<file path="src/rtl/uart_peer.sv">
// Serial-line counterpart of the simulation UART: deserializes the device tx line
// into a show-ahead byte FIFO and serializes host bytes onto the device rx line.
module uart_peer #(
  parameter int CLKS_PER_BIT = 16,
  parameter int RX_DEPTH     = 16
) (
  input  logic       clock,
  input  logic       reset_n,
  input  logic       serial_in,
  output logic       serial_out,
  input  logic       tx_valid,
  input  logic [7:0] tx_data,
  output logic       tx_ready,
  output logic       rx_valid,
  output logic [7:0] rx_data,
  input  logic       rx_ready,
  output logic       rx_overrun,
  output logic       frame_err,
  input  logic       clear_err
);

  localparam int CNT_W  = $clog2(CLKS_PER_BIT);
  localparam int PTR_W  = $clog2(RX_DEPTH);
  localparam int FCNT_W = PTR_W + 1;
  localparam logic [CNT_W-1:0] BIT_LAST  = CNT_W'(CLKS_PER_BIT - 1);
  localparam logic [CNT_W-1:0] HALF_LAST = CNT_W'(CLKS_PER_BIT / 2 - 1);

  typedef enum logic [1:0] {ST_IDLE, ST_START, ST_DATA, ST_STOP} state_t;

  // ---------------- RX synchronizer and FSM ----------------
  logic [1:0]       sync_reg;
  logic             s;
  state_t           rx_state_reg, rx_state_next;
  logic [CNT_W-1:0] rx_cnt_reg, rx_cnt_next;
  logic [2:0]       rx_bit_reg, rx_bit_next;
  logic [7:0]       rx_shift_reg, rx_shift_next;
  logic             rx_stop_sample;

  assign s = sync_reg[1];

  always_comb begin
    rx_state_next  = rx_state_reg;
    rx_cnt_next    = rx_cnt_reg;
    rx_bit_next    = rx_bit_reg;
    rx_shift_next  = rx_shift_reg;
    rx_stop_sample = 1'b0;
    case (rx_state_reg)
      ST_IDLE: begin
        if (!s) begin
          rx_state_next = ST_START;
          rx_cnt_next   = '0;
        end
      end
      ST_START: begin
        if (rx_cnt_reg == HALF_LAST) begin
          rx_cnt_next   = '0;
          rx_bit_next   = '0;
          // A line that is high again at mid start bit was only a glitch
          rx_state_next = s ? ST_IDLE : ST_DATA;
        end else begin
          rx_cnt_next = rx_cnt_reg + 1'b1;
        end
      end
      ST_DATA: begin
        if (rx_cnt_reg == BIT_LAST) begin
          rx_cnt_next   = '0;
          rx_shift_next = {s, rx_shift_reg[7:1]};
          if (rx_bit_reg == 3'd7) rx_state_next = ST_STOP;
          else                    rx_bit_next   = rx_bit_reg + 1'b1;
        end else begin
          rx_cnt_next = rx_cnt_reg + 1'b1;
        end
      end
      ST_STOP: begin
        if (rx_cnt_reg == BIT_LAST) begin
          rx_stop_sample = 1'b1;
          rx_cnt_next    = '0;
          rx_state_next  = ST_IDLE;
        end else begin
          rx_cnt_next = rx_cnt_reg + 1'b1;
        end
      end
      default: rx_state_next = ST_IDLE;
    endcase
  end

  always_ff @(posedge clock or negedge reset_n) begin
    if (!reset_n) begin
      sync_reg     <= 2'b11;
      rx_state_reg <= ST_IDLE;
      rx_cnt_reg   <= '0;
      rx_bit_reg   <= '0;
      rx_shift_reg <= '0;
    end else begin
      sync_reg     <= {sync_reg[0], serial_in};
      rx_state_reg <= rx_state_next;
      rx_cnt_reg   <= rx_cnt_next;
      rx_bit_reg   <= rx_bit_next;
      rx_shift_reg <= rx_shift_next;
    end
  end

  // ---------------- RX FIFO and sticky flags ----------------
  logic [7:0]        mem [RX_DEPTH];
  logic [PTR_W-1:0]  wr_ptr_reg, rd_ptr_reg;
  logic [FCNT_W-1:0] count_reg, count_next;
  logic              fifo_full, pop, push_try, push, overrun_set, ferr_set;
  logic              rx_overrun_reg, frame_err_reg;

  assign fifo_full   = (count_reg == FCNT_W'(RX_DEPTH));
  assign pop         = rx_ready && (count_reg != '0);
  assign push_try    = rx_stop_sample && s;
  // A pop on the same edge frees the slot, so a full FIFO still accepts the byte
  assign push        = push_try && (!fifo_full || pop);
  assign overrun_set = push_try && fifo_full && !pop;
  assign ferr_set    = rx_stop_sample && !s;

  always_comb begin
    count_next = count_reg;
    case ({push, pop})
      2'b10:   count_next = count_reg + 1'b1;
      2'b01:   count_next = count_reg - 1'b1;
      default: count_next = count_reg;
    endcase
  end

  always_ff @(posedge clock) begin
    if (push) mem[wr_ptr_reg] <= rx_shift_reg;
  end

  always_ff @(posedge clock or negedge reset_n) begin
    if (!reset_n) begin
      wr_ptr_reg     <= '0;
      rd_ptr_reg     <= '0;
      count_reg      <= '0;
      rx_overrun_reg <= 1'b0;
      frame_err_reg  <= 1'b0;
    end else begin
      if (push) wr_ptr_reg <= wr_ptr_reg + PTR_W'(1);
      if (pop)  rd_ptr_reg <= rd_ptr_reg + PTR_W'(1);
      count_reg <= count_next;
      if (overrun_set)    rx_overrun_reg <= 1'b1;
      else if (clear_err) rx_overrun_reg <= 1'b0;
      if (ferr_set)       frame_err_reg  <= 1'b1;
      else if (clear_err) frame_err_reg  <= 1'b0;
    end
  end

  assign rx_valid   = (count_reg != '0);
  assign rx_data    = rx_valid ? mem[rd_ptr_reg] : 8'h00;
  assign rx_overrun = rx_overrun_reg;
  assign frame_err  = frame_err_reg;

  // ---------------- TX FSM ----------------
  state_t           tx_state_reg, tx_state_next;
  logic [CNT_W-1:0] tx_cnt_reg, tx_cnt_next;
  logic [2:0]       tx_bit_reg, tx_bit_next;
  logic [7:0]       tx_shift_reg, tx_shift_next;
  logic             serial_out_reg, serial_out_next;

  always_comb begin
    tx_state_next   = tx_state_reg;
    tx_cnt_next     = tx_cnt_reg;
    tx_bit_next     = tx_bit_reg;
    tx_shift_next   = tx_shift_reg;
    serial_out_next = serial_out_reg;
    case (tx_state_reg)
      ST_IDLE: begin
        serial_out_next = 1'b1;
        if (tx_valid) begin
          tx_shift_next   = tx_data;
          tx_cnt_next     = '0;
          serial_out_next = 1'b0;
          tx_state_next   = ST_START;
        end
      end
      ST_START: begin
        if (tx_cnt_reg == BIT_LAST) begin
          tx_cnt_next     = '0;
          tx_bit_next     = '0;
          serial_out_next = tx_shift_reg[0];
          tx_state_next   = ST_DATA;
        end else begin
          tx_cnt_next = tx_cnt_reg + 1'b1;
        end
      end
      ST_DATA: begin
        if (tx_cnt_reg == BIT_LAST) begin
          tx_cnt_next = '0;
          if (tx_bit_reg == 3'd7) begin
            serial_out_next = 1'b1;
            tx_state_next   = ST_STOP;
          end else begin
            tx_bit_next     = tx_bit_reg + 1'b1;
            tx_shift_next   = {1'b0, tx_shift_reg[7:1]};
            serial_out_next = tx_shift_reg[1];
          end
        end else begin
          tx_cnt_next = tx_cnt_reg + 1'b1;
        end
      end
      ST_STOP: begin
        if (tx_cnt_reg == BIT_LAST) begin
          tx_cnt_next   = '0;
          tx_state_next = ST_IDLE;
        end else begin
          tx_cnt_next = tx_cnt_reg + 1'b1;
        end
      end
      default: tx_state_next = ST_IDLE;
    endcase
  end

  always_ff @(posedge clock or negedge reset_n) begin
    if (!reset_n) begin
      tx_state_reg   <= ST_IDLE;
      tx_cnt_reg     <= '0;
      tx_bit_reg     <= '0;
      tx_shift_reg   <= '0;
      serial_out_reg <= 1'b1;
    end else begin
      tx_state_reg   <= tx_state_next;
      tx_cnt_reg     <= tx_cnt_next;
      tx_bit_reg     <= tx_bit_next;
      tx_shift_reg   <= tx_shift_next;
      serial_out_reg <= serial_out_next;
    end
  end

  assign serial_out = serial_out_reg;
  assign tx_ready   = (tx_state_reg == ST_IDLE);

endmodule

</file>
<file path="config.mk">
export PLATFORM = sky130hd
export DESIGN_NAME = uart_peer
export DESIGN_NICKNAME = d
export VERILOG_FILES = /design/src/rtl/uart_peer.sv
export SDC_FILE = /design/constraint.sdc
export NUM_CORES = 1
export LEC_CHECK = 0
export CAP_MARGIN = 20
export CORE_MARGIN = 1
export CORE_UTILIZATION = 25
export CTS_CLUSTER_DIAMETER = 200
export CTS_CLUSTER_SIZE = 30
export DETAILED_ROUTE_END_ITERATION = 6
export DONT_BUFFER_PORTS = 1
export GPL_ROUTABILITY_DRIVEN = 0
export PLACE_DENSITY = 0.36
export SETUP_SLACK_MARGIN = 0.5
export SYNTH_ARGS = -nofsm -noshare
export SYNTH_HDL_FRONTEND = slang
export SYNTH_SLANG_ARGS = --single-unit
</file>
<file path="constraint.sdc">
create_clock -name clock -period 2.8 [get_ports clock]
set_input_delay 0.28 -clock clock [delete_from_list [all_inputs] [get_ports clock]]
set_output_delay 0.28 -clock clock [all_outputs]
set_load 0.005 [all_outputs]
</file>
[Word level (Yosys, flattened, before mapping)]
Memory sizes are Yosys's and may differ from the RTL's.
Index checks and enable logic that the tools add are counted.
Word-level totals
  memory bits (writable): 128
  latch bits: 0
  register bits after elaboration: 52
  memories: 1
  memory bits (read-only): 0
  bits of input ports: 14
Operators by class
  order comparisons: 0
  bitwise gates (word level): 0
  mux-type cells: 46
  add/subtract/negate cells: 8
  equality and inequality tests: 26
  reduce and logical (&&, ||, !) cells: 29
  multiply operators: 0
  divide/modulo/power cells: 0
  shifts and indexed selects: 0
Memories
  mem: depth 16, bits a word 8, rd ports 1, clocked after memory_dff 0, write ports 1, RTL line 104  | logic [7:0] mem [RX_DEPTH];
Operators with widths (count)
  $mux 8: 4
  $ne 2x2->1 const B: 12
  $mux 2: 11
  $mux 4: 5
  $mux 3: 6
  $add 4x1->4 const B: 4
  $pmux 2 s4: 2
  $pmux 8 s2: 1
  $pmux 3 s2: 2
  $pmux 4 s3: 1
  $reduce_and 4->1: 3
  $reduce_bool 2->1: 6
  $mux 1: 11
  $eq 2x2->1 const B: 5
  $pmux 5 s2: 1
  $reduce_and 5->1: 2
  $eq 4x4->1 const B: 2
  $pmux 4 s2: 1
  $add 3x1->3 const B: 2
  $eq 2x1->1 const B: 3
  $eq 3x3->1 const B: 2
  $logic_and 1x1->1: 6
  $add 5x1->5 const B: 1
  $eq 5x5->1 const B: 1
  other kinds (12): 15

[Depth between registers and ports, before layout]
Gate-level depths: netlist of the first run.
  depth after elaboration: 7
  depth in mapped cells: 10
  mapped depth without buffers: 9

[Least setup slack after synthesis of the first run]
Ideal clock, no wire load.
  kind: reg2reg
  start point: register rx_cnt_reg[0]
  end point: memory mem[5][0] (enable)
  arrival time: 2013 ps
  setup slack: 404 ps
  stages on the path, launching flop included: 7
  clock period less this slack: 2396 ps
  data required time: 2417 ps
  path through: dfrtp_1 -> ha_1 -> nand4_1 -> a311oi_2 -> clkbuf_1 -> nand2_1 -> nor3_1
On the way
  longest elaborated chain between the ends: 7
RTL lines
  start: declaration: RTL line 34  | logic [CNT_W-1:0] rx_cnt_reg, rx_cnt_next;
  start signal: assignment: RTL line 97  | rx_cnt_reg <= rx_cnt_next;
  $eq 4x4->1: RTL line 75  | if (rx_cnt_reg == BIT_LAST) begin
  $mux 1: RTL line 75
  $mux 1: RTL line 47  | case (rx_state_reg)
  $logic_and 1x1->1: RTL line 112  | assign push_try = rx_stop_sample && s;
  $logic_and 1x1->1: RTL line 114  | assign push = push_try && (!fifo_full || pop);
  $mux 1: RTL line 128  | if (push) mem[wr_ptr_reg] <= rx_shift_reg;
  $mux 1 (not written as such): RTL line 128
  end: declaration: RTL line 104
No other way between the ends.

[Final worst setup path of the first run]
  start point: register rd_ptr_reg[0]
  end point: output rx_data[1]
On the way
  longest elaborated chain between the ends: 2
RTL lines
  start: declaration: RTL line 105  | logic [PTR_W-1:0] wr_ptr_reg, rd_ptr_reg;
  start signal: assignment: RTL line 140  | if (pop) rd_ptr_reg <= rd_ptr_reg + PTR_W'(1);
  $mem_v2 16x8
  $mux 8: RTL line 150  | assign rx_data = rx_valid ? mem[rd_ptr_reg] : 8'h00;
  end: declaration: RTL line 15  | output logic [7:0] rx_data,
No other way between the ends.

==> results.md, run 1 <==
* power share of the sequential group: 43.4%
* number of warnings issued by yosys: 0
* status: completed
* total count of hold-check failures in the final report: 0
* Max IR drop VDD: 0.332 mV
* standard-cell rows: 63
* portion of synthesized cell area occupied by the leading cell type: 50.3%
* Max-Cap Viols: 0
* detailed-router iteration count before antenna repair: 4
* Die W: 177 um
* cell type of the slowest stage on the worst timing path: sky130_fd_sc_hd__mux4_2
* unrepaired setup endpoints after global routing: yes
* cell type contributing the most total cell area after synthesis: sky130_fd_sc_hd__edfxtp_1
* cell chain of the critical path: buf_12 -> mux4_2 -> mux4_2 -> nor2b_1
* Setup CP Type: reg -> out
* number of flip-flops in the largest register: 128
* overall power consumption: 7.54 mW
* net total in the final layout: 537
* setup slack of the critical path after layout: 0.151 ns
* total nets after synthesis: 499
* reported leakage power: 3.30 nW
* proportion of synthesized flip-flops having asynchronous set or reset: 28.9%
* cell with the most instances after synthesis: sky130_fd_sc_hd__edfxtp_1
* Vias per Instance: 4.49
* # DRC: 0
* wire length of the first global-routing pass: 26.0 mm
* Post-Syn Instances: 467
* crit start category: flop
* clk root buf: sky130_fd_sc_hd__clkbuf_16
* flip-flop and latch count after synthesis: 180
* area of the core region: 0.0299 sq mm
* detailed-route via count: 4076
* Initial Utilization: 25.6%
* fraction of layout instances using a drive strength above 1: 27.4%
* Most used DFF post-synth: sky130_fd_sc_hd__edfxtp_1
* count of unique library cells instantiated by Yosys: 52
* n_diodes: 0
* most frequent cells after synthesis: sky130_fd_sc_hd__edfxtp_1, sky130_fd_sc_hd__dfrtp_1, sky130_fd_sc_hd__mux4_2, sky130_fd_sc_hd__nand2_1, sky130_fd_sc_hd__nor2_1
* remaining number of nets flagged by the antenna check after routing: 0
* power density of the placed cells: 825 mW/mm^2
* cell area after synthesis: 0.00764 sq mm
* Syn Area/Cell: 16.4 sq um
* input/output buffers: 0
* fraction of the yosys area taken by sequential cells: 67.4%
* Crit path largest cell delay: 0.55 ns
* clock period minus worst slack: 2.65 ns
* main area contributors after synthesis: sky130_fd_sc_hd__edfxtp_1, sky130_fd_sc_hd__dfrtp_1, sky130_fd_sc_hd__mux4_2
* CP Max Fanout: 12
* FMAX: 377 MHz
* initial drt markers: 265
* number of H-tree levels: 4
* part of the cycle the worst path needs: 94.6%
* CTS Sinks: 180
* pin count of the biggest net entering global routing: 53
* global-route total usage across every layer: 11.4%
* worst-case reg-to-reg path depth: 8
* internal power summed over all cells: 5.19 mW
* Worst setup EP type: primary output
* DPL Wire Length: 10.6 mm
* count of boundary I/O pins: 27
* CP Depth: 4
* vias in the first global route: 4401
* Area growth syn-to-layout: 19.5%
* clock slew at reported path FFs: 0.08 ns
* clock group share of total power: 32.3%
* maximum clock insertion buffer count: 2
* Clock Skews: 0.0178 ns
* tightest hold margin: 0.0438 ns
* cell family with the largest share of critical-path delay: multiplexers
* minimum setup slack after placement: 0.315 ns
* Worst-Margin Slew: 0.699 ns
* cts bufs inserted: 17
* height of the chip: 177 um
* final count of pins violating max slew: 0
* sum of routed wire length over all layers: 16.2 mm
* fraction of power spent switching nets: 31.1%
* global route total overflow: 0
* net switching component of the power: 2.35 mW
* number of synthesized flops with an enable pin: 128
* per-cell routed wire length: 17.8 um
* worst hold stages: 3
* critical path data required time: 2.52 ns
* final setup violation count: 0
* Total Negative Setup Slacks: 0 ns
* remaining max-slew budget at the tightest pin: 53.4%
* clock tree from TritonCTS: done
* initial antenna violation count: 0
* final design utilization: 30.6%
* area enclosed by the die boundary: 0.0313 sq mm
* clock network latency to the later pin of the worst-skew pair: 0.44 ns
* Buffers & Inverters on Critical Path: 1
* arrival time at the worst endpoint: 2.37 ns
* hold crit path type: in -> reg
* Combinational Power Share: 24.3%
* most common cell type on the critical path: sky130_fd_sc_hd__mux4_2
[metrics by stage]
stage / area, sq um / cells
floorplan: 7660 / 467
global placement: 8250 / 859
detailed placement: 8250 / 859
CTS: 9060 / 903
global route: 9130 / 908
finish: 9130 / 908
[worst register-to-register path, stage by stage, from the launching register on]
cell                      delay, ns
sky130_fd_sc_hd__dfrtp_2       0.41
sky130_fd_sc_hd__or4_4         0.54
sky130_fd_sc_hd__o21a_4        0.24
sky130_fd_sc_hd__nand2_4       0.08
sky130_fd_sc_hd__xnor2_1       0.08
sky130_fd_sc_hd__ha_2          0.20
sky130_fd_sc_hd__o31a_1        0.26
sky130_fd_sc_hd__o32ai_2       0.23
sky130_fd_sc_hd__xor2_1        0.16
[cell type report]
| class | count | area (sq um) |
|---|---|---|
| clock buffer | 17 | 425 |
| clock inverter | 15 | 196 |
| fill | 2939 | 20700 |
| inverter | 15 | 56.3 |
| multi-input combinational | 252 | 2430 |
| sequential | 180 | 5150 |
| tap | 390 | 488 |
| timing repair buffer | 39 | 383 |
[layout by cell type (no fill, tap or decap), types with 6 or more instances in the layout]
| cell type | n |
|---|---|
| sky130_fd_sc_hd__a21oi_1 | 14 |
| sky130_fd_sc_hd__a22o_1 | 8 |
| sky130_fd_sc_hd__buf_4 | 27 |
| sky130_fd_sc_hd__clkbuf_16 | 17 |
| sky130_fd_sc_hd__clkinv_8 | 6 |
| sky130_fd_sc_hd__dfrtp_1 | 45 |
| sky130_fd_sc_hd__edfxtp_1 | 128 |
| sky130_fd_sc_hd__ha_1 | 15 |
| sky130_fd_sc_hd__inv_1 | 14 |
| sky130_fd_sc_hd__mux2_2 | 9 |
| sky130_fd_sc_hd__mux2i_1 | 9 |
| sky130_fd_sc_hd__mux4_2 | 40 |
| sky130_fd_sc_hd__nand2_1 | 29 |
| sky130_fd_sc_hd__nand3_1 | 6 |
| sky130_fd_sc_hd__nor2_1 | 24 |
| sky130_fd_sc_hd__nor2b_1 | 11 |
| sky130_fd_sc_hd__nor3_1 | 6 |
| sky130_fd_sc_hd__o21ai_0 | 14 |
| sky130_fd_sc_hd__xnor2_1 | 9 |
[power groups by stage]
stage                     Combinational, mW  Clock, mW  Sequential (mW)
after CTS                              1.86       2.53             3.28
after floorplan                        1.33          0             3.18
final                                  1.83       2.44             3.27
after global routing                   2.04       2.64             3.31
after global placement                 1.64          0             3.34
after detailed placement               1.65          0             3.34
[final timing paths]
kind                       slack [ns]               to     startpoint
min in group asynchronous        0.38  tx_shift_reg[0]        reset_n
max in group asynchronous        2.15      sync_reg[1]        reset_n
max                              0.15       rx_data[1]  rd_ptr_reg[0]
min reg2reg                      0.36      sync_reg[1]    sync_reg[0]
min                              0.04       serial_out       tx_valid
max reg2reg                      0.52     count_reg[4]   count_reg[0]
[kinds of logic after synthesis]
group,synth area share (%)
flops,67.4
simple gates,6.98
mux,14.6
compound gates,5.08
buf+inv,1.78
fa+ha+maj,2.95
xor+xnor,1.26
[layer usage]
| metal | global-route usage, % | vias up | wire length [um] |
|---|---|---|---|
| met1 | 14.6 | 2114 | 7570 |
| met5 | 0 | - | 0 |
| met2 | 18.9 | 65 | 7960 |
| met4 | 3.20 | 0 | 151 |
| li1 | - | 1886 | - |
| met3 | 2.84 | 11 | 513 |
[timing repair]
action,in CTS,in global routing
pin swaps,2,2
endpoints found under the hold margin,56,0
hold buffers,5,0
setup buffers,6,5
gates cloned,1,0
endpoints found under the setup margin,54,74
resized for setup,13,11
Note: power is estimated with default switching activity, not from simulation.
==> run 2, diff against run 1 <==
--- a/config.mk
+++ b/config.mk
@@ -6,7 +6,7 @@
 export NUM_CORES = 1
 export LEC_CHECK = 0
 export CAP_MARGIN = 20
-export CORE_MARGIN = 1
+export CORE_MARGIN = 10
 export CORE_UTILIZATION = 25
 export CTS_CLUSTER_DIAMETER = 200
 export CTS_CLUSTER_SIZE = 30
==> run 2 against run 1 <==
Worst setup slack better by 0.018 ns. Count of clock-buffer cells in the layout did not move. Via count down 0.54%. Die area increased by 21%. Clock power is essentially flat. First-iteration DRC count is 25% lower. Wire length is 9.3% higher. Combinational power up 11%. Non-clock buffer count up 5. Clock skew increased by 0.0020 ns. Global-route usage down 2.0 points. Flip-flop and latch count is the same. Critical endpoint is now rx_data[6]. Largest power group unchanged.
==> results.md, run 2 (same netlist as run 1, synthesis figures left out) <==
* endpoint of the worst-slack reg-to-reg timing path: count_reg[4]
* CTS Sinks: 180, unchanged
* remaining number of nets flagged by the antenna check after routing: 0, unchanged
* remaining max-slew budget at the tightest pin: 55.0%, +1.6 points
* FMAX: 380 MHz, +0.70%
* Filler Cells Inserted: 2922, -0.58%
* area enclosed by the die boundary: 0.0380 sq mm, +21%
* internal power summed over all cells: 5.35 mW, +3.0%
* power share of the sequential group: 41.8%, -1.6 points
* worst hold stages: 2, -1
* DPL Wire Length: 10.7 mm, +0.90%
* number of H-tree levels: 4, unchanged
* per-cell routed wire length: 19.4 um, +8.7%
* clock network latency to the later pin of the worst-skew pair: 0.43 ns, about the same
* CP Max Fanout: 18, +6
* Die W: 195 um, +10%
* Total Negative Setup Slacks: 0 ns, unchanged
* minimum setup slack after placement: 0.294 ns, -0.0211 ns
* startpoint of the worst hold path: rx_ready
* Area growth syn-to-layout: 21.0%
* # DRC: 0, unchanged
* fraction of layout instances using a drive strength above 1: 29.4%, +2.0 points
* critical path data required time: 2.52 ns, about the same
* height of the chip: 195 um, +10%
* hold crit path type: in -> reg
* sum of routed wire length over all layers: 17.7 mm, +9.3%
* standard-cell rows: 63, unchanged
* input/output buffers: 0, unchanged
* detailed-router iteration count before antenna repair: 4, unchanged
* Worst-Margin Slew: 0.674 ns, -0.0249 ns
* net total in the final layout: 542, +0.93%
* area taken by flip-flops and latches: 0.00515 sq mm, unchanged
* final count of pins violating max slew: 0, unchanged
* unrepaired setup endpoints after global routing: yes
* number of flip-flops in the largest register: 128, unchanged
* setup slack of the critical path after layout: 0.169 ns, +0.0183 ns
* n_diodes: 0, unchanged
* maximum clock insertion buffer count: 2, unchanged
* vias in the first global route: 4408, +0.16%
* Worst setup EP type: primary output
* commonest non-fill, non-tap cell in the layout: sky130_fd_sc_hd__edfxtp_1
* total count of hold-check failures in the final report: 0, unchanged
* Initial Utilization: 25.6%, unchanged
* end point of the worst hold path: rd_ptr_reg[0]
* net switching component of the power: 2.38 mW, +1.6%
* wire length of the first global-routing pass: 27.1 mm, +4.2%
* initial drt markers: 199, -25%
* clk root buf: sky130_fd_sc_hd__clkbuf_16
* global-route total usage across every layer: 9.35%, -2.0 points
* clock period minus worst slack: 2.63 ns, -0.0183 ns
* Clock Skews: 0.0198 ns, +0.00196 ns
* Setup CP Type: reg -> out
* Combinational Power Share: 26.4%, +2.1 points
* global route total overflow: 0, unchanged
* cts bufs inserted: 17, unchanged
* area of the multi-input gates: 0.00247 sq mm, +1.6%
* clock group share of total power: 31.7%, -0.6 points
* overall power consumption: 7.73 mW, +2.6%
* power density of the placed cells: 836 mW/mm^2, +1.3%
* initial antenna violation count: 0, unchanged
* arrival time at the worst endpoint: 2.35 ns, -0.02 ns
* part of the cycle the worst path needs: 94.0%, -0.65 points
* internal reg-to-reg setup slack: 0.56 ns, +0.04 ns
* most frequent cells in the layout: sky130_fd_sc_hd__edfxtp_1, sky130_fd_sc_hd__dfrtp_1, sky130_fd_sc_hd__mux4_2
* status: completed
* worst-case reg-to-reg path depth: 8, unchanged
* fraction of power spent switching nets: 30.8%, -0.31 points
* clock tree from TritonCTS: done
* crit start category: flop
* tightest hold margin: 0.0532 ns, +0.00940 ns
* Max IR drop VDD: 0.360 mV, +8.4%
* area of the core region: 0.0299 sq mm, unchanged
* count of boundary I/O pins: 27, unchanged
* Max-Cap Viols: 0, unchanged
* detailed-route via count: 4054, -0.54%
* final setup violation count: 0, unchanged
* reported leakage power: 3.35 nW, +1.5%
* pin count of the biggest net entering global routing: 53, unchanged
* Vias per Instance: 4.44, -1.1%
* clock slew at reported path FFs: 0.08 ns, about the same
* worst flop-to-flop path startpoint: count_reg[0]
-- run 2: cell count changes in the layout (fill, tap and decap cells not counted), moves of 2 or more --
cell                       delta
sky130_fd_sc_hd__clkinv_2     +3
sky130_fd_sc_hd__buf_16       +2
sky130_fd_sc_hd__inv_12       -2
sky130_fd_sc_hd__nor2_1       -4
sky130_fd_sc_hd__nor2_4       +3
sky130_fd_sc_hd__inv_8        +2
sky130_fd_sc_hd__inv_6        -3
sky130_fd_sc_hd__buf_6        +2
-- run 2: worst max path at each step --
stage / startpoint / to / cells past startpoint
2_1_floorplan: rx_cnt_reg[0] / mem[5][0] / 6
3_3_place_gp: count_reg[1] / count_reg[3] / 7
3_5_place_dp: count_reg[1] / count_reg[3] / 7
4_1_cts: rd_ptr_reg[0] / rx_data[7] / 4
5_1_grt: rd_ptr_reg[0] / rx_data[7] / 4
6_report: rd_ptr_reg[0] / rx_data[6] / 4
-- run 2: power by group through the flow --
stage               Clock [mW]  Combinational [mW]  Sequential [mW]
floorplan                    0                1.33             3.18
global placement             0                1.72             3.29
detailed placement           0                1.72             3.29
CTS                       2.54                2.02             3.24
global route              2.64                2.27             3.26
finish                    2.45                2.04             3.24
-- run 2: layer usage --
layer  global-route usage, %  up-vias  routed length (um)
li1                        -     1889                   -
met1                    12.1     2101                8500
met2                    15.4       50                8470
met3                    2.10       14                 454
met4                    2.62        0                 260
met5                       0        -                   0
-- run 2: critical path, stage by stage, from the launching register on --
cell and delay (ns):
sky130_fd_sc_hd__dfrtp_2 0.43, sky130_fd_sc_hd__buf_16 0.21, sky130_fd_sc_hd__mux4_2 0.57, sky130_fd_sc_hd__mux4_2 0.51, sky130_fd_sc_hd__nor2b_1 0.17
-- run 2: final cells by class --
type / count / area share (%)
multi-input combinational: 252 / 26.7
tap: 390 / 5.28
clock buffer: 17 / 4.60
clock inverter: 15 / 2.04
inverter: 15 / 0.609
timing repair buffer: 44 / 5.06
sequential: 180 / 55.7
-- run 2: per-stage QoR --
stage | instances | cell area [sq um] | utilization, %
detailed placement | 859 | 8250 | 27.6
global placement | 859 | 8250 | 27.6
finish | 913 | 9250 | 31.0
CTS | 905 | 9130 | 30.5
global route | 913 | 9250 | 31.0
floorplan | 467 | 7660 | -
-- run 2: repair_timing --
action                                 4_1_cts  5_1_grt
resized for setup                           22       19
gates cloned                                 2        1
pin swaps                                    3        5
endpoints found under the hold margin       56        0
buffers inserted                             7        7
hold buffers                                 5        0
setup endpoints to repair                   67      106
